**src/rtl/pfb_deadlock_aggregator_pkg.sv**
```systemverilog
// -----------------------------------------------------------------------------
// pfb_deadlock_pkg
// Shared definitions for the deadlock aggregator slice:
//   agg_state_t - aggregator FSM states (RUN, REPORT, HOLD)
//   clog2       - ceiling log2 for sizing counters and indices
//   width_of    - clog2 clamped to at least one bit, for index buses
// -----------------------------------------------------------------------------
package pfb_deadlock_pkg;

    typedef enum logic [1:0] {
        RUN    = 2'd0,
        REPORT = 2'd1,
        HOLD   = 2'd2
    } agg_state_t;

    // Ceiling log2; clog2(1) is 0, so callers that need a real bus use width_of.
    function automatic int clog2(input int value);
        int result;
        int remaining;
        result    = 0;
        remaining = value - 1;
        while (remaining > 0) begin
            result    = result + 1;
            remaining = remaining >> 1;
        end
        return result;
    endfunction

    function automatic int width_of(input int value);
        return (clog2(value) < 1) ? 1 : clog2(value);
    endfunction

endpackage

```
**src/rtl/pfb_deadlock_aggregator_if.sv**
```systemverilog
// -----------------------------------------------------------------------------
// pfb_deadlock_aggregator_if
// Report channel between the deadlock aggregator and the deadlock reporter.
//   report_valid - a blocked process index is presented
//   report_idx   - index of the presented blocked process
//   report_ready - consumer accepts report_idx
//   report_done  - one-cycle pulse after the last index is accepted
// The aggregator drives the master side, the reporter the slave side.
// -----------------------------------------------------------------------------
interface pfb_deadlock_aggregator_if #(
    parameter int IDX_W = 2
);

    logic             report_valid;
    logic [IDX_W-1:0] report_idx;
    logic             report_ready;
    logic             report_done;

    modport master (
        output report_valid,
        output report_idx,
        output report_done,
        input  report_ready
    );

    modport slave (
        input  report_valid,
        input  report_idx,
        input  report_done,
        output report_ready
    );

endinterface

```
**src/rtl/pfb_deadlock_aggregator_lsb.sv**
```systemverilog
// -----------------------------------------------------------------------------
// pfb_lowest_set_idx
// Combinational priority encoder: returns the index of the lowest set bit of
// a mask and whether any bit is set at all.
//   mask_i - input bit mask
//   idx_o  - index of the lowest set bit (0 when the mask is empty)
//   any_o  - mask has at least one bit set
// -----------------------------------------------------------------------------
module pfb_lowest_set_idx #(
    parameter int N     = 4,
    parameter int IDX_W = 2
) (
    input  logic [N-1:0]     mask_i,
    output logic [IDX_W-1:0] idx_o,
    output logic             any_o
);

    // Scan from the top down so the lowest set bit is the last one written.
    always_comb begin
        idx_o = '0;
        for (int i = N - 1; i >= 0; i--) begin
            if (mask_i[i]) begin
                idx_o = IDX_W'(i);
            end
        end
        any_o = |mask_i;
    end

endmodule

```
**src/rtl/pfb_deadlock_aggregator.sv**
```systemverilog
// -----------------------------------------------------------------------------
// pfb_deadlock_aggregator
// Collects the per-process block/idle flags of the decimator's dataflow
// processes and declares a design-level deadlock once every non-idle process
// has been blocked for THRESHOLD consecutive cycles. The offending process
// set is then latched and its indices are handed out one at a time.
//   clock        - sole clock, rising edge
//   reset        - synchronous, active-low
//   block_in     - per-process block flags from the monitors
//   idle_in      - per-process idle flags
//   clear        - return to RUN and drop all latched state
//   deadlock     - sticky deadlock flag
//   blocked_mask - process set captured at detection
//   rpt          - report channel (valid/idx/ready/done), master side
// -----------------------------------------------------------------------------
module pfb_deadlock_aggregator
    import pfb_deadlock_pkg::*;
#(
    parameter int N_PROC    = 4,
    parameter int THRESHOLD = 16
) (
    input  logic                       clock,
    input  logic                       reset,
    input  logic [N_PROC-1:0]          block_in,
    input  logic [N_PROC-1:0]          idle_in,
    input  logic                       clear,
    output logic                       deadlock,
    output logic [N_PROC-1:0]          blocked_mask,
    pfb_deadlock_aggregator_if.master  rpt
);

    localparam int IDX_W = width_of(N_PROC);
    localparam int CNT_W = width_of(THRESHOLD + 1);

    localparam logic [CNT_W-1:0]  CNT_LAST = CNT_W'(THRESHOLD - 1);
    localparam logic [N_PROC-1:0] ONE_HOT0 = N_PROC'(1);

    agg_state_t        state_q, state_d;
    logic [CNT_W-1:0]  cnt_q, cnt_d;
    logic              deadlock_q, deadlock_d;
    logic [N_PROC-1:0] blockedMask_q, blockedMask_d;
    logic [N_PROC-1:0] work_q, work_d;
    logic              reportValid_q, reportValid_d;
    logic [IDX_W-1:0]  reportIdx_q, reportIdx_d;
    logic              reportDone_q, reportDone_d;

    logic [N_PROC-1:0] active;
    logic [N_PROC-1:0] blockActive;
    logic              cond;
    logic              handshake;
    logic [IDX_W-1:0]  nextIdx;
    logic              nextAny;

    // All-blocked condition; an all-idle design is never a deadlock.
    assign active      = ~idle_in;
    assign blockActive = block_in & active;
    assign cond        = (|active) && (blockActive == active);
    assign handshake   = reportValid_q && rpt.report_ready;

    // The index register is loaded from the next working mask, so the
    // presented index moves on the edge right after each handshake.
    pfb_lowest_set_idx #(
        .N     (N_PROC),
        .IDX_W (IDX_W)
    ) u_lowest_set_idx (
        .mask_i (work_d),
        .idx_o  (nextIdx),
        .any_o  (nextAny)
    );

    // Next-state logic. clear outranks both threshold detection and a
    // same-cycle handshake. cnt saturates at THRESHOLD-1 because reaching it
    // under cond leaves RUN.
    always_comb begin
        state_d       = state_q;
        cnt_d         = cnt_q;
        deadlock_d    = deadlock_q;
        blockedMask_d = blockedMask_q;
        work_d        = work_q;
        reportDone_d  = 1'b0;

        if (clear) begin
            state_d       = RUN;
            cnt_d         = '0;
            deadlock_d    = 1'b0;
            blockedMask_d = '0;
            work_d        = '0;
        end else begin
            case (state_q)
                RUN: begin
                    if (cond) begin
                        if (cnt_q == CNT_LAST) begin
                            state_d       = REPORT;
                            deadlock_d    = 1'b1;
                            blockedMask_d = blockActive;
                            work_d        = blockActive;
                        end else begin
                            cnt_d = cnt_q + 1'b1;
                        end
                    end else begin
                        cnt_d = '0;
                    end
                end
                REPORT: begin
                    if (handshake) begin
                        work_d = work_q & ~(ONE_HOT0 << reportIdx_q);
                        if (work_d == '0) begin
                            state_d      = HOLD;
                            reportDone_d = 1'b1;
                        end
                    end
                end
                HOLD: begin
                    state_d = HOLD;
                end
                default: begin
                    state_d = RUN;
                end
            endcase
        end

        reportValid_d = (state_d == REPORT) && nextAny;
        reportIdx_d   = nextIdx;
    end

    // State and registered outputs; reset drops any in-flight index.
    always_ff @(posedge clock) begin
        if (!reset) begin
            state_q       <= RUN;
            cnt_q         <= '0;
            deadlock_q    <= 1'b0;
            blockedMask_q <= '0;
            work_q        <= '0;
            reportValid_q <= 1'b0;
            reportIdx_q   <= '0;
            reportDone_q  <= 1'b0;
        end else begin
            state_q       <= state_d;
            cnt_q         <= cnt_d;
            deadlock_q    <= deadlock_d;
            blockedMask_q <= blockedMask_d;
            work_q        <= work_d;
            reportValid_q <= reportValid_d;
            reportIdx_q   <= reportIdx_d;
            reportDone_q  <= reportDone_d;
        end
    end

    assign deadlock         = deadlock_q;
    assign blocked_mask     = blockedMask_q;
    assign rpt.report_valid = reportValid_q;
    assign rpt.report_idx   = reportIdx_q;
    assign rpt.report_done  = reportDone_q;

endmodule

```
**src/flat_wrapper.sv**
```systemverilog
// flat-port wrapper written by rule: the top's interface ports become plain ports
module pfb_deadlock_aggregator_flat import pfb_deadlock_pkg::*;
#(
    parameter int N_PROC    = 4,
    parameter int THRESHOLD = 16
)
  (clock, reset, block_in, idle_in, clear, deadlock, blocked_mask, rpt_report_valid, rpt_report_idx, rpt_report_done, rpt_report_ready);
  pfb_deadlock_aggregator_if #(.IDX_W((2))) rpt_i ();
  input  logic clock;
  input  logic reset;
  input  logic [N_PROC-1:0] block_in;
  input  logic [N_PROC-1:0] idle_in;
  input  logic clear;
  output logic deadlock;
  output logic [N_PROC-1:0] blocked_mask;
  output wire logic [$bits(rpt_i.report_valid)-1:0] rpt_report_valid;
  output wire logic [$bits(rpt_i.report_idx)-1:0] rpt_report_idx;
  output wire logic [$bits(rpt_i.report_done)-1:0] rpt_report_done;
  input wire logic [$bits(rpt_i.report_ready)-1:0] rpt_report_ready;
  assign rpt_report_valid = rpt_i.report_valid;
  assign rpt_report_idx = rpt_i.report_idx;
  assign rpt_report_done = rpt_i.report_done;
  assign rpt_i.report_ready = rpt_report_ready;
  pfb_deadlock_aggregator #(.N_PROC(N_PROC), .THRESHOLD(THRESHOLD)) u_core (.clock(clock), .reset(reset), .block_in(block_in), .idle_in(idle_in), .clear(clear), .deadlock(deadlock), .blocked_mask(blocked_mask), .rpt(rpt_i));
endmodule
```
**config.mk**
```make
export PLATFORM = sky130hd
export DESIGN_NAME = pfb_deadlock_aggregator_flat
export DESIGN_NICKNAME = d
export VERILOG_FILES = /design/src/rtl/pfb_deadlock_aggregator_pkg.sv /design/src/rtl/pfb_deadlock_aggregator_if.sv /design/src/rtl/pfb_deadlock_aggregator_lsb.sv /design/src/rtl/pfb_deadlock_aggregator.sv /design/src/flat_wrapper.sv
export SDC_FILE = /design/constraint.sdc
export NUM_CORES = 1
export LEC_CHECK = 0
export ABC_AREA = 1
export BUFFER_PORTS_ARGS = -buffer_cell sky130_fd_sc_hd__buf_4
export CAP_MARGIN = 40
export CORE_MARGIN = 4
export CORE_UTILIZATION = 57
export CTS_BUF_LIST = sky130_fd_sc_hd__clkbuf_16
export CTS_CLUSTER_DIAMETER = 50
export CTS_CLUSTER_SIZE = 8
export DETAILED_ROUTE_END_ITERATION = 6
export GPL_TIMING_DRIVEN = 0
export PLACE_DENSITY = 0.82
export SETUP_SLACK_MARGIN = 0.15
export SLEW_MARGIN = 20
export SYNTH_ARGS = -nofsm -noshare
export SYNTH_HDL_FRONTEND = slang
export SYNTH_SLANG_ARGS = --single-unit
```
**constraint.sdc**
```tcl
create_clock -name clock -period 3.3 [get_ports clock]
set_clock_uncertainty 0.05 [all_clocks]
set_input_delay 0.66 -clock clock [delete_from_list [all_inputs] [get_ports clock]]
set_output_delay 0.66 -clock clock [all_outputs]
set_load 0.05 [all_outputs]
```
Yosys cells after proc, flatten, opt, wreduce, memory -nomap -nowiden
Index checks and enable logic that the tools add are counted.
- reduce and logical (&&, ||, !) cells: 13
- shifts and indexed selects: 1
- bitwise operators: 7
- $add $sub $neg: 1
- equality and inequality tests: 6
- multiplexer cells: 17
- operators with widths (cell ; count):
    $mux 4 ; 4
    $mux 2 ; 7
    $reduce_or 4->1 ; 3
    $mux 5 ; 2
    $and 4x4->4 ; 2
    $not 4->4 ; 2
    $pmux 4 s2 ; 1
    $pmux 2 s3 ; 1
    $add 5x1->5 const B ; 1
    $eq 5x4->1 const B ; 1
    $eq 2x1->1 const B ; 2
    $eq 4x4->1 ; 1
    $logic_not 4->1 ; 1
    $reduce_or 2->1 ; 2
    $shl 1x2->4 const A ; 1
    $logic_and 1x1->1 ; 3
    $not 1->1 ; 3
    $reduce_and 3->1 ; 1
    $reduce_or 3->1 ; 1
    $eq 2x2->1 const B ; 1
    $logic_not 2->1 ; 1
    $mux 1 ; 2
    $ne 2x2->1 const B ; 1
    $reduce_and 2->1 ; 1
- word-level logic and storage cells: 54
- bits in registers: 20
- input bits: 12

Logic depth before layout (Yosys ltp)
Gate-level depths: netlist of run 1.
- depth after elaboration: 10
- depth in mapped cells: 14

Cells and area by module
Synthesis of run 1 repeated with hierarchy kept, for this count alone.
- cells, all modules: 186
- area, all modules: 1174.9 um2
- by module, submodules not included (module ; area an instance (um2) ; instances ; cells an instance):
    pfb_deadlock_aggregator ; 1128.6 ; 1 ; 177
    pfb_lowest_set_idx ; 46.3 ; 1 ; 9

Worst setup path before layout of run 1
OpenSTA, ideal clock, no wires.
- path type: reg2reg
- start point: register u_core.cnt_q[0]
- end point: register u_core.reportIdx_q[1] (netlist: u_core.rpt.report_idx[1])
- stages on the path, launching flop included: 15
- setup slack: 1557 ps
- data required time: 3186 ps
- clock period less this slack: 1743 ps
- arrival: 1629 ps
- path buffers: 0
- cells stage by stage: dfxtp_1 ha_1 inv_1 nor3_1 ha_1 inv_1 nor3_1 nand3_1 nand2_1 inv_1 nand2_1 nand2_1 nand2_1 inv_1 nor2_1
- word-level cells in the longest chain between the ends: 7
- ends and longest elaborated chain (element ; line ; text):
    start, declared ; pfb_deadlock_aggregator.sv:39 ; logic [CNT_W-1:0] cnt_q, cnt_d;
    start signal, assigned ; pfb_deadlock_aggregator.sv:139 ; cnt_q <= cnt_d;
    $eq 5x4->1 * ; pfb_deadlock_aggregator.sv:92 ; if (cnt_q == CNT_LAST) begin
    $mux 4 * ; pfb_deadlock_aggregator.sv:92 ;
    $mux 4 * ; pfb_deadlock_aggregator.sv:91 ; if (cond) begin
    $pmux 4 s2 * ; pfb_deadlock_aggregator.sv:89 ; case (state_q)
    $mux 4 * ; pfb_deadlock_aggregator.sv:82 ; if (clear) begin
    $mux 2 (2 in series) ; pfb_deadlock_aggregator_lsb.sv:22 ; if (mask_i[i]) begin
    end signal, assigned ; pfb_deadlock_aggregator.sv:144 ; reportIdx_q <= reportIdx_d;
    end, declared ; pfb_deadlock_aggregator.sv:44 ; logic [IDX_W-1:0] reportIdx_q, reportIdx_d;
Mark *: on every way between the ends. The rest lies on a longest branch, timed or not.
A chain may end at the register's enable or synchronous reset.

Final worst setup path of run 1
- start point: register u_core.cnt_q[0]
- end point: register u_core.reportValid_q (netlist: u_core.rpt.report_valid)
- word-level cells in the longest chain between the ends: 7
- ends and longest elaborated chain (element ; line ; text):
    $eq 5x4->1 * ; pfb_deadlock_aggregator.sv:92 ;
    $mux 2 / $mux 4 (equally long branches) ; pfb_deadlock_aggregator.sv:92 ;
    $mux 2 / $mux 4 (equally long branches) ; pfb_deadlock_aggregator.sv:91 ;
    $pmux 2 s3 / $pmux 4 s2 (equally long branches) ; pfb_deadlock_aggregator.sv:89 ;
    $mux 2 / $mux 4 (equally long branches) ; pfb_deadlock_aggregator.sv:82 ;
    $eq 2x1->1 / $reduce_or 4->1 (equally long branches) ; pfb_deadlock_aggregator.sv:122, pfb_deadlock_aggregator_lsb.sv:26 ;
    $logic_and 1x1->1 * ; pfb_deadlock_aggregator.sv:122 ; reportValid_d = (state_d == REPORT) && nextAny;
    end signal, assigned ; pfb_deadlock_aggregator.sv:143 ; reportValid_q <= reportValid_d;
    end, declared ; pfb_deadlock_aggregator.sv:43 ; logic reportValid_q, reportValid_d;
Marked as above.

==> run summary, run 1 <==
The routed wirelength normalized by instance count came out at 11.0 um. The critical path class was flip-flop to flip-flop. The final total negative setup slack came out at 0 ps. For the via count of the routed design, the log shows 1114. The clock insertion delay at the later pin of the skew report was 250 ps; the worst-path maximum fanout was 4. The clock drives 20 sinks. For the worst setup path, the data required time is 3440 ps. The kind of start point of the critical path is a flip-flop. Type of the worst min-delay path: flip-flop to flip-flop.

In this run the standard cell core region covers 0.00176 sq mm. Post-cts gate resize count: 0. In the post-synthesis netlist, the cell with the most instances is nand2_1. Synthesis inferred 20 register bits. In the final design database the tool counted 201 nets. Setup violations remaining at the end of the flow were counted as 0. For this configuration, the core starts out at a cell density of 62.1%. Counting every instance in the synthesized netlist gives 162. The number of enable flip-flop cells after synthesis is 0. TritonCTS built the clock tree. The power density over the cells works out to 385 mW/mm^2. The first global-routing pass estimated 3820 um of wire.

Die width: 51.8 um. At the pin with the least slew margin, the transition time is 370 ps. After detailed routing, the number of vias per cell comes to 5.28. For the number of distinct library cell variants in the gate-level netlist after synthesis, the log shows 25. The run gives 33 as the detailed router's first-iteration violation count. 0 antenna diodes ended up in the layout. For the initial antenna violation count, the log shows 0. Row generation in the floorplan step produced 15 rows. The tools report the achievable clock frequency as 479 MHz. Setup repair after global routing left no endpoint under its margin. When the netlist entered floorplanning its net count stood at 176. The most frequently used flop master after synthesis is dfxtp_1.

The worst-case IR drop observed on VDD is 332 uV. Each instance of the synthesized netlist takes up on average 6.76 sq um. STA classifies the critical path endpoint as a flip-flop. In the synthesized netlist, the cells that appear most often are nand2_1, inv_1, dfxtp_1. The clock-pin slew on the worst setup and hold paths is 50 ps, and the static leakage is 0.000602 uW. The area growth from synthesis to layout is 23.8%.

The cell sitting at the root of the clock tree is a clkbuf_16. The worst path in the final design needs a cycle of 2090 ps, including I/O delays and setup. Dividing the final minimum period by the clock period gives 63.3%. The fraction of synthesized cell area taken by the top area cell type works out to 36.6%. The flow ran to the end, and the final reports show no timing, DRC or antenna violations. The vertical extent of the die was 51.8 um; the fraction of final layout cells with drive strength greater than 1 was 19.9%.

In this run the cell area of the synthesized design comes to 0.00109 sq mm. Counting the buffers created by CTS gives 3. The final max-slew violation count was 0; the top-level port count was 21. For this run, the detailed router's first-pass iteration total came to 6. The number of hold-slack violations in the final timing report came out at 0. Entering global routing, the biggest net connects 12 pins. The depth of the CTS H-tree is 1. After synthesis, the share of flip-flops with an asynchronous set or reset is 0%. During synthesis, Yosys emitted a total of 0 warnings. The post-route antenna net violation count came out at 0.

At the end of routability-driven placement, the weighted congestion stood at 0.858. Half-perimeter wire length of the detailed placement result: 1890 um. Buffers placed on the I/O ports in this run total 20.

Total power for the finished layout comes to 522 uW. Yosys attributes the largest share of cell area to dfxtp_1, nand2_1, inv_1. The total overflow left after global routing is 0. For the max-slew headroom at the worst pin, the log shows 75.1%.

In the routed design, unresolved DRC markers number 0. The number of buffers added for setup after CTS was 0; the number of global-route vias before repair was 948. Layout filler cell count: 143.

The floorplan step defined a die boundary enclosing 0.00269 sq mm. For the worst setup path, the data arrival time is 2230 ps. The tools report the number of maximum-capacitance violations as 0. For this run, the total global-route usage over all layers was measured as 18.6%. The number of hold buffers added after cts is 0. The library cell with the largest summed area after synthesis was dfxtp_1. After synthesis, flip-flops and latches occupy 36.6% of the total area. Buffer levels on the longest clock path: 2. After detailed routing, the total wire length is 2320 um.
[sequential cells by signal, summed over array words and instances (netlist names)]
register and count:
u_core.rpt.report_idx 2, u_core.work_q 4, u_core.rpt.report_valid 1, u_core.rpt.report_done 1, u_core.deadlock 1, u_core.cnt_q 5, u_core.blocked_mask 4, u_core.state_q 2
[cells in the final DEF (no fill, tap or decap), types with 2 or more instances in the layout]
cell	instances
nor3_1	4
nand3_1	15
buf_4	20
ha_1	2
clkinv_1	2
nor3b_1	2
nor2_1	17
o21ai_0	9
nand2_1	37
nor2_2	2
inv_1	23
nor2_4	2
clkbuf_16	3
inv_2	3
a21oi_1	9
dfxtp_1	20
nand4_1	3
o211ai_1	3
nand2_2	2
[report_power, final]
group / switching (uW) / total (uW) / internal [uW]
Combinational: 21.0 / 36.1 / 15.1
Sequential: 0.542 / 243 / 242
Clock: 82.4 / 243 / 161
Total: 104 / 522 / 418
[cells by family (layout without fill, tap and decap cells)]
kind of cell	Yosys count	count (layout)	synth area share (%)
adder cells (fa/ha/maj)	2	2	2.29
AND/OR/NAND/NOR	86	86	37.1
flip-flops	20	20	36.6
buffers and inverters	29	53	10.2
AO/OA/AOI/OAI	25	25	13.8
[worst max-delay path: stages, from the launching register on]
cell and delay, ps:
dfxtp_1 370, ha_1 180, inv_1 50, nor3_1 180
ha_1 280, inv_1 110, nor3_1 230, nand3_1 110
nand2_1 70, inv_1 30, nand2_1 40, nand2_1 80
nand2_1 100, nor2_1 60, nor2_1 80
[worst paths after layout]
| kind | from | slack [ps] | cells after the start | end |
|---|---|---|---|---|
| setup / recovery | u_core.cnt_q[0] | 1210 | 14 | u_core.rpt.report_valid |
| hold / removal | u_core.blocked_mask[0] | 410 | 2 | u_core.blocked_mask[0] |
| setup reg to reg | u_core.cnt_q[0] | 1210 | 14 | u_core.rpt.report_valid |
| hold reg to reg | u_core.blocked_mask[0] | 410 | 2 | u_core.blocked_mask[0] |
[cell type report]
class                   instances  area (sq um)  share of cell area, %
plain buffers                   1          5.00                  0.369
clock buffers                   3          75.1                   5.54
clock inverters                 1          3.75                  0.277
inverters                      28           106                   7.85
multi-input cells             113           583                   43.0
flip-flops and latches         20           400                   29.5
well taps                      25          31.3                   2.31
repair buffers                 20           150                   11.1
[metal layers]
metal  global-route usage (%)  up-vias  part of all wire [%]
met4                     6.99        0                   1.3
li1                         -      571                     -
met5                        0        -                     0
met1                     24.4      502                    47
met3                     3.72        4                   5.6
met2                     29.7       37                    46
[through the flow]
step                cells  setup slack (ps)  cell area (sq um)  hold WS [ps]  util, %
floorplan             162              1560               1090           412        -
global placement      207              1290               1280           400     72.3
detailed placement    207              1240               1280           408     72.3
CTS                   211              1220               1360           415     76.8
global route          211               940               1360           436     76.8
finish                211              1210               1360           410     76.8
(Power assumes the default switching activity.)
==> run 2: changes to the inputs <==
Settings changed: CORE_ASPECT_RATIO set to 1.75, CORE_UTILIZATION 57 to 48, PLACE_DENSITY 0.82 to 0.74.
Clock period 3.3 ns to 1.8 ns, I/O delays scaled along.
==> run 2 against run 1 <==
Compared with the run above: sequential share of layout area down 4.6 points; sequential power rose by 83%; core utilization fell by 0.76 points; power grew 120%; global-route usage is 2.2 points higher; first-iteration DRC count down 6.1%; register-to-register slack got worse by 1200 ps; final area up 20%.
==> run summary, run 2 (synthesis gave the netlist of run 1 again) <==
The run finished with clean final reports. The total number of nets in the final design was 212 (+5.5%); the total overflow reported by the global router was 0 (unchanged). Fraction of final layout cells with drive strength greater than 1: 40.6% (+21 points). The cell family contributing the most delay on the critical path is simple AND/OR/NAND/NOR gates.

The clock insertion delay at the later pin of the skew report was 250 ps (about the same); the final design utilization was 76.0% (-0.76 points). The overall die area was 0.00314 sq mm (+17%). The final worst setup slack was 22.1 ps (-1190 ps); the signed area change from the synthesized netlist to the final layout was 49.1%. The delay contributed by the slowest stage of the critical path is 360 ps (about the same), and the depth of the CTS H-tree is 1 (unchanged).

The initial antenna violation count was 0 (unchanged). The final total negative setup slack came out at 0 ps (unchanged). The clock-pin slew on the worst setup and hold paths was 60 ps (about the same); the number of maximum-capacitance violations was 0 (unchanged). The run gives 0 (unchanged) as the count of endpoints failing setup in the final report. TritonCTS built the clock tree. The routed wirelength normalized by instance count was 13.8 um (+26%); the die width was 44.1 um (-15%). Static leakage: 0.000728 uW (+21%). The final critical-path required period is 1780 ps (-312 ps). The critical path class was flip-flop to flip-flop.

The weighted congestion at the end of routability-driven global placement was 0.864 (+0.64%). u_core.cnt_q holds more flip-flops than any other register. The power density over the cells came out at 691 mW/mm^2 (+79%). Setup repair after global routing could not meet its margin everywhere.

The logs give 20.8% (+2.2 points) for the overall track demand over capacity in global routing and 0 (unchanged) for the number of diodes. The buffers plus inverters on the worst setup path is 2 (-1). Detail-routed via count per cell: 5.44 (+3.0%). The via count of the routed design is 1202 (+7.9%). The critical path starts at u_core.cnt_q[0]. The vertical extent of the die was 71.2 um (+37%). In the layout the commonest cells are buf_4, nand2_1, inv_1, dfxtp_1, nor2_1. The post-route non-filler standard cell count is 221 (+4.7%), and the detailed-routing iteration count for the pre-antenna-repair pass is 4 (-2).

The run gives 3 (unchanged) as the number of clock buffers inserted by TritonCTS. The run gives 74.5% (-0.62 points) as the max-slew headroom at the worst pin. Among all stages on the critical path, the largest delay is contributed by dfxtp_4.

Count of clock tree sinks: 20 (unchanged). The tools report the buffer type at the clock tree root as clkbuf_16. The final max-slew violation count is 0 (unchanged).

The critical path data required time is 1900 ps (-1540 ps). The worst-path maximum fanout is 6 (+2). The largest vdd supply drop is 852 uV (+160%), and the number of global-route vias before repair is 1295 (+37%).

The detailed-route wire length was 3050 um (+32%). Leaving out fill and tap cells, the most frequent cell in the layout is buf_4. The logs give 206 (-0.48%) for the cell total after placement and 2 (unchanged) for the buffer levels on the longest clock path. The achievable clock frequency is 562 MHz (+18%). The type of the worst min-delay path was primary input to flip-flop.

For the number of hold-slack violations in the final timing report, the log shows 0 (unchanged). The share of the clock period used by the worst path after layout was 98.8% (+35 points); the detailed router's first-iteration violation count was 31 (-6.1%). The tools report the worst-case setup slack after placement as -148 ps (-1390 ps). The worst-margin pin slew was 379 ps (+9.20 ps); the wire length of the first global-routing pass was 5150 um (+35%). In this run the critical register-to-register path is launched from u_core.cnt_q[0]. The number of placement rows was 22 (+7); the number of port buffers was 20 (unchanged). Initial core utilization: 51.0% (-11 points). The area of the placeable core was 0.00215 sq mm (+22%). The tools report the arrival time at the worst endpoint as 1880 ps (-350 ps). Startpoint of the worst hold path: reset.

The top-level port count was 21 (unchanged). The post-route antenna net violation count was 0 (unchanged). The run gives 13 (+1) as the pin count of the biggest net entering global routing. The worst setup path is captured at a flip-flop. The number of flip-flops in the largest register is 5 (unchanged). The tools report the minimum setup slack among reg-to-reg paths as 20 ps (-1190 ps). Walking the worst path, the cells encountered are ha_4, inv_2, nor3_4, ha_4, buf_6, nand3_4, nand2_2, nand3_2, nand2_4, nand2_2, nor2_4, nor2_1. The tools report the number of remaining DRC errors as 0 (unchanged). The worst setup path is launched from a flip-flop.

The half-perimeter wire length of the detailed placement result was 2170 um (+15%); the worst hold margin was 332 ps (-78.0 ps).
==> run 2: changes by cell type in the layout (fill, tap and decap cells not counted), moves of 3 or more <==
| cell | before | now |
|---|---|---|
| a21oi_1 | 9 | 4 |
| a21oi_2 | 0 | 5 |
| buf_4 | 20 | 28 |
| buf_6 | 0 | 3 |
| dfxtp_1 | 20 | 17 |
| inv_4 | 0 | 3 |
| nand2_1 | 37 | 26 |
| nand2_2 | 2 | 10 |
| nand2_4 | 0 | 3 |
| nor3_1 | 4 | 1 |
| nor3_4 | 0 | 3 |
==> run 2: area by class of cell <==
type / instances / area [sq um]
multi-input combinational: 113 / 728
fill: 151 / 514
sequential: 20 / 407
timing repair buffer: 31 / 244
inverter: 28 / 114
clock buffer: 3 / 75.1
clock inverter: 1 / 30.0
tap: 24 / 30.0
buffer: 1 / 5.00
==> run 2: timing repair <==
| action | in CTS | in global routing |
|---|---|---|
| hold buffers | 0 | 0 |
| hold endpoints to repair | 0 | 0 |
| gates resized for setup | 14 | 26 |
| buffers inserted | 8 | 3 |
| pin swaps | 17 | 9 |
| setup endpoints to repair | 11 | 18 |
==> run 2: worst min-delay path: cells and delay by family <==
family | cells | cell delay [ps]
buffers and inverters | 1 | 120
AND/OR/NAND/NOR | 1 | 70
AO/OA/AOI/OAI | 1 | 40
==> run 2: final timing paths <==
kind / end / cells past startpoint
min: u_core.rpt.report_idx[0] / 3
max reg2reg: u_core.rpt.report_valid / 12
max: u_core.rpt.report_valid / 12
min reg2reg: u_core.blocked_mask[2] / 2
==> run 2: report_power, final <==
| group | switching [uW] | internal, uW |
|---|---|---|
| clock | 166 | 441 |
| sequential | 1.07 | 443 |
| combinational | 48.0 | 29.8 |
| total | 215 | 914 |
==> run 2: per-stage QoR <==
step,area (sq um),power [uW]
5_1_grt,1630,1160
3_5_place_dp,1310,522
3_3_place_gp,1310,520
4_1_cts,1530,1140
6_report,1630,1130
2_1_floorplan,1130,492
==> run 2: layer usage <==
| metal | global-route usage, % | vias up | routed length, um |
|---|---|---|---|
| met5 | 0 | - | 0 |
| met2 | 41.9 | 30 | 1830 |
| met3 | 3.82 | 13 | 101 |
| li1 | - | 597 | - |
| met1 | 18.8 | 562 | 1020 |
| met4 | 7.72 | 0 | 97 |
==> run 3: changes to the inputs <==
Settings changed: CELL_PAD_IN_SITES_DETAIL_PLACEMENT set to 1, CELL_PAD_IN_SITES_GLOBAL_PLACEMENT set to 1, CORE_ASPECT_RATIO 1.75 to not set, CORE_UTILIZATION 48 to 34, PLACE_DENSITY 0.74 to not set, PLACE_DENSITY_LB_ADDON set to 0.1.
==> run 3 against run 2 <==
Compared with the run above: final area rose by 1.4%; global-route usage shrank 3.3 points; via count down 2.8%; die area is 34% higher; largest cell class unchanged.
==> run summary, run 3 (synthesis gave the netlist of run 1 again) <==
The run finished with clean final reports. The power density over the cells works out to 685 mW/mm^2 (-0.81%). On the critical path the largest part of the delay comes from simple AND/OR/NAND/NOR gates. The tools report the critical path capture point type as a flip-flop. The largest vdd supply drop is 426 uV (-50%).

Setup repair after global routing could not meet its margin everywhere. The number of maximum-capacitance violations came out at 0 (unchanged). The slowest stage of the critical path is the dfxtp_4 cell. In the layout the commonest cells are buf_4, nand2_1, inv_1, dfxtp_1, nor2_1. Fraction of final layout cells with drive strength greater than 1: 39.9% (-0.71 points).

TritonCTS built the clock tree. The count of endpoints failing setup in the final report is 0 (unchanged), and the vertical extent of the die is 64.7 um (-9.0%). The final critical-path required period was 1780 ps (+6.96 ps); the static leakage was 0.000721 uW (-1.0%). The tools report the detailed router's first-iteration violation count as 21 (-32%).

The number of flip-flops in the largest register was 5 (unchanged); the worst-path maximum fanout was 6 (unchanged). The pin count of the biggest net entering global routing is 13 (unchanged). The tools report the number of clock buffers inserted by TritonCTS as 3 (unchanged). The tools report the kind of start point of the critical path as a flip-flop.

The tools report the number of diodes as 0 (unchanged). The logs give 20 (unchanged) for the count of clock tree sinks and 21 (unchanged) for the top-level port count. The library cell used most frequently in the layout, excluding fill and tap cells, is buf_4. The half-perimeter wire length of the detailed placement result is 2480 um (+14%). The logs give 1890 ps (about the same) for the critical path data required time and 5870 um (+14%) for the wire length of the first global-routing pass. The signal on the critical path passes through ha_4, inv_2, nor3_4, ha_4, buf_6, nand3_4, buf_6, nand2_4, inv_4, o211a_1. Signed area change from the synthesized netlist to the final layout: 51.2%. Routed wirelength normalized by instance count: 13.6 um (-1.7%). The total overflow reported by the global router was 0 (unchanged); the achievable clock frequency was 560 MHz (-0.39%). The number of global-route vias before repair was 1307 (+0.93%). CTS placed an instance of clkbuf_16 at the clock tree root.

The number of remaining DRC errors came out at 0 (unchanged). Critical path class: flip-flop to flip-flop. The area of the placeable core was 0.00308 sq mm (+43%); the final max-slew violation count was 0 (unchanged). Buffers plus inverters on the worst setup path: 4 (+2).

The run gives 3290 um (+7.6%) as the detailed-route wire length. The largest register by flop count is u_core.cnt_q. The number of hold buffers added after cts was 0 (unchanged). The die width is 64.7 um (+47%). Max-slew headroom at the worst pin: 74.1% (-0.39 points). The initial antenna violation count was 0 (unchanged); the depth of the CTS H-tree was 1 (unchanged).

The number of port buffers works out to 20 (unchanged). The clock-pin slew on the worst setup and hold paths works out to 60 ps (about the same). The run gives 397 (+160%) as the layout filler cell count. The logs give 0 ps (unchanged) for the final total negative setup slack and 0.00133 sq mm (+1.9%) for the cell area after placement. The area of all placed cells without fillers came out at 0.00166 sq mm (+1.4%).

The weighted congestion at the end of routability-driven global placement is 0.824 (-4.6%), and the post-route antenna net violation count is 0 (unchanged). The number of hold-slack violations in the final timing report is 0 (unchanged), and the detailed-routing iteration count for the pre-antenna-repair pass is 4 (unchanged). Buffer levels on the longest clock path: 2 (unchanged).

The clock insertion delay at the later pin of the skew report came out at 250 ps (about the same). The logs give 20 (-9.1%) for the number of placement rows and 0.00419 sq mm (+34%) for the overall die area. For the combined flip-flop and latch cell area, the log shows 409 sq um (+0.62%). The via count of the routed design is 1168 (-2.8%). The detail-routed via count per cell works out to 4.83 (-11%). The total number of nets in the final design was 213 (+0.47%); the delay contributed by the slowest stage of the critical path was 360 ps (about the same). The arrival time at the worst endpoint is 1880 ps (about the same).

The run gives 17.6% (-3.3 points) as the overall track demand over capacity in global routing. For the post-route total power, the log shows 1130 uW (+0.56%). Type of the worst min-delay path: primary input to flip-flop. The area of the multi-input gates is 703 sq um (-3.4%), and the worst-margin pin slew is 386 ps (+7.46 ps). The share of the clock period used by the worst path after layout is 99.2% (+0.39 points), and the initial core utilization is 35.6% (-15 points).
[run 3: cell count changes in the layout (fill, tap and decap cells not counted), sizes merged]
cell	change
buf	+1
[run 3: power by group]
group	internal (uW)	switching (uW)
clock network	441	172
registers	441	1.30
logic	30.2	48.5
[run 3: layout make-up]
class	instances	share of cell area, %
well taps	44	3.33
multi-input cells	113	42.5
clock inverters	1	1.81
inverters	28	6.88
flip-flops and latches	20	24.7
repair buffers	32	15.9
plain buffers	1	0.302
clock buffers	3	4.54
[run 3: worst paths after layout]
kind / startpoint / end / slack, ps / cells past startpoint
max: u_core.cnt_q[0] / u_core.cnt_q[0] / 20 / 10
min: reset / u_core.rpt.report_idx[0] / 320 / 3
max reg2reg: u_core.cnt_q[0] / u_core.cnt_q[0] / 20 / 10
min reg2reg: u_core.blocked_mask[1] / u_core.blocked_mask[1] / 420 / 2
[run 3: per-layer routing]
layer	routed length [um]	share of wire (%)	GRT usage, %	vias to the layer above
met5	0	0	0	-
met4	19	0.58	3.17	0
met3	84	2.6	2.25	2
met2	1780	54	34.1	13
met1	1400	43	20.3	560
li1	-	-	-	593
[run 3: timing repair]
| item | 4_1_cts | 5_1_grt |
|---|---|---|
| pin swaps | 9 | 6 |
| setup buffers | 7 | 5 |
| endpoints found under the setup margin | 13 | 18 |
| gates resized for setup | 25 | 11 |
[run 3: through the flow]
stage / cells / worst slack (ps) / hold slack [ps] / utilization, %
after detailed placement: 226 / -169 / 405 / 43.3
after floorplan: 162 / 151 / 412 / -
after global routing: 242 / -157 / 323 / 53.8
final: 242 / 15.1 / 320 / 53.8
after CTS: 237 / -38.9 / 318 / 50.9
after global placement: 226 / -89.3 / 401 / 43.3
[run 3: worst reg2reg max path, stage by stage, from the launching register on]
cell     delay (ps)
dfxtp_4         360
ha_4            130
inv_2            50
nor3_4          160
ha_4            190
buf_6           100
nand3_4         110
buf_6           160
nand2_4         100
inv_4            60
o211a_1         210
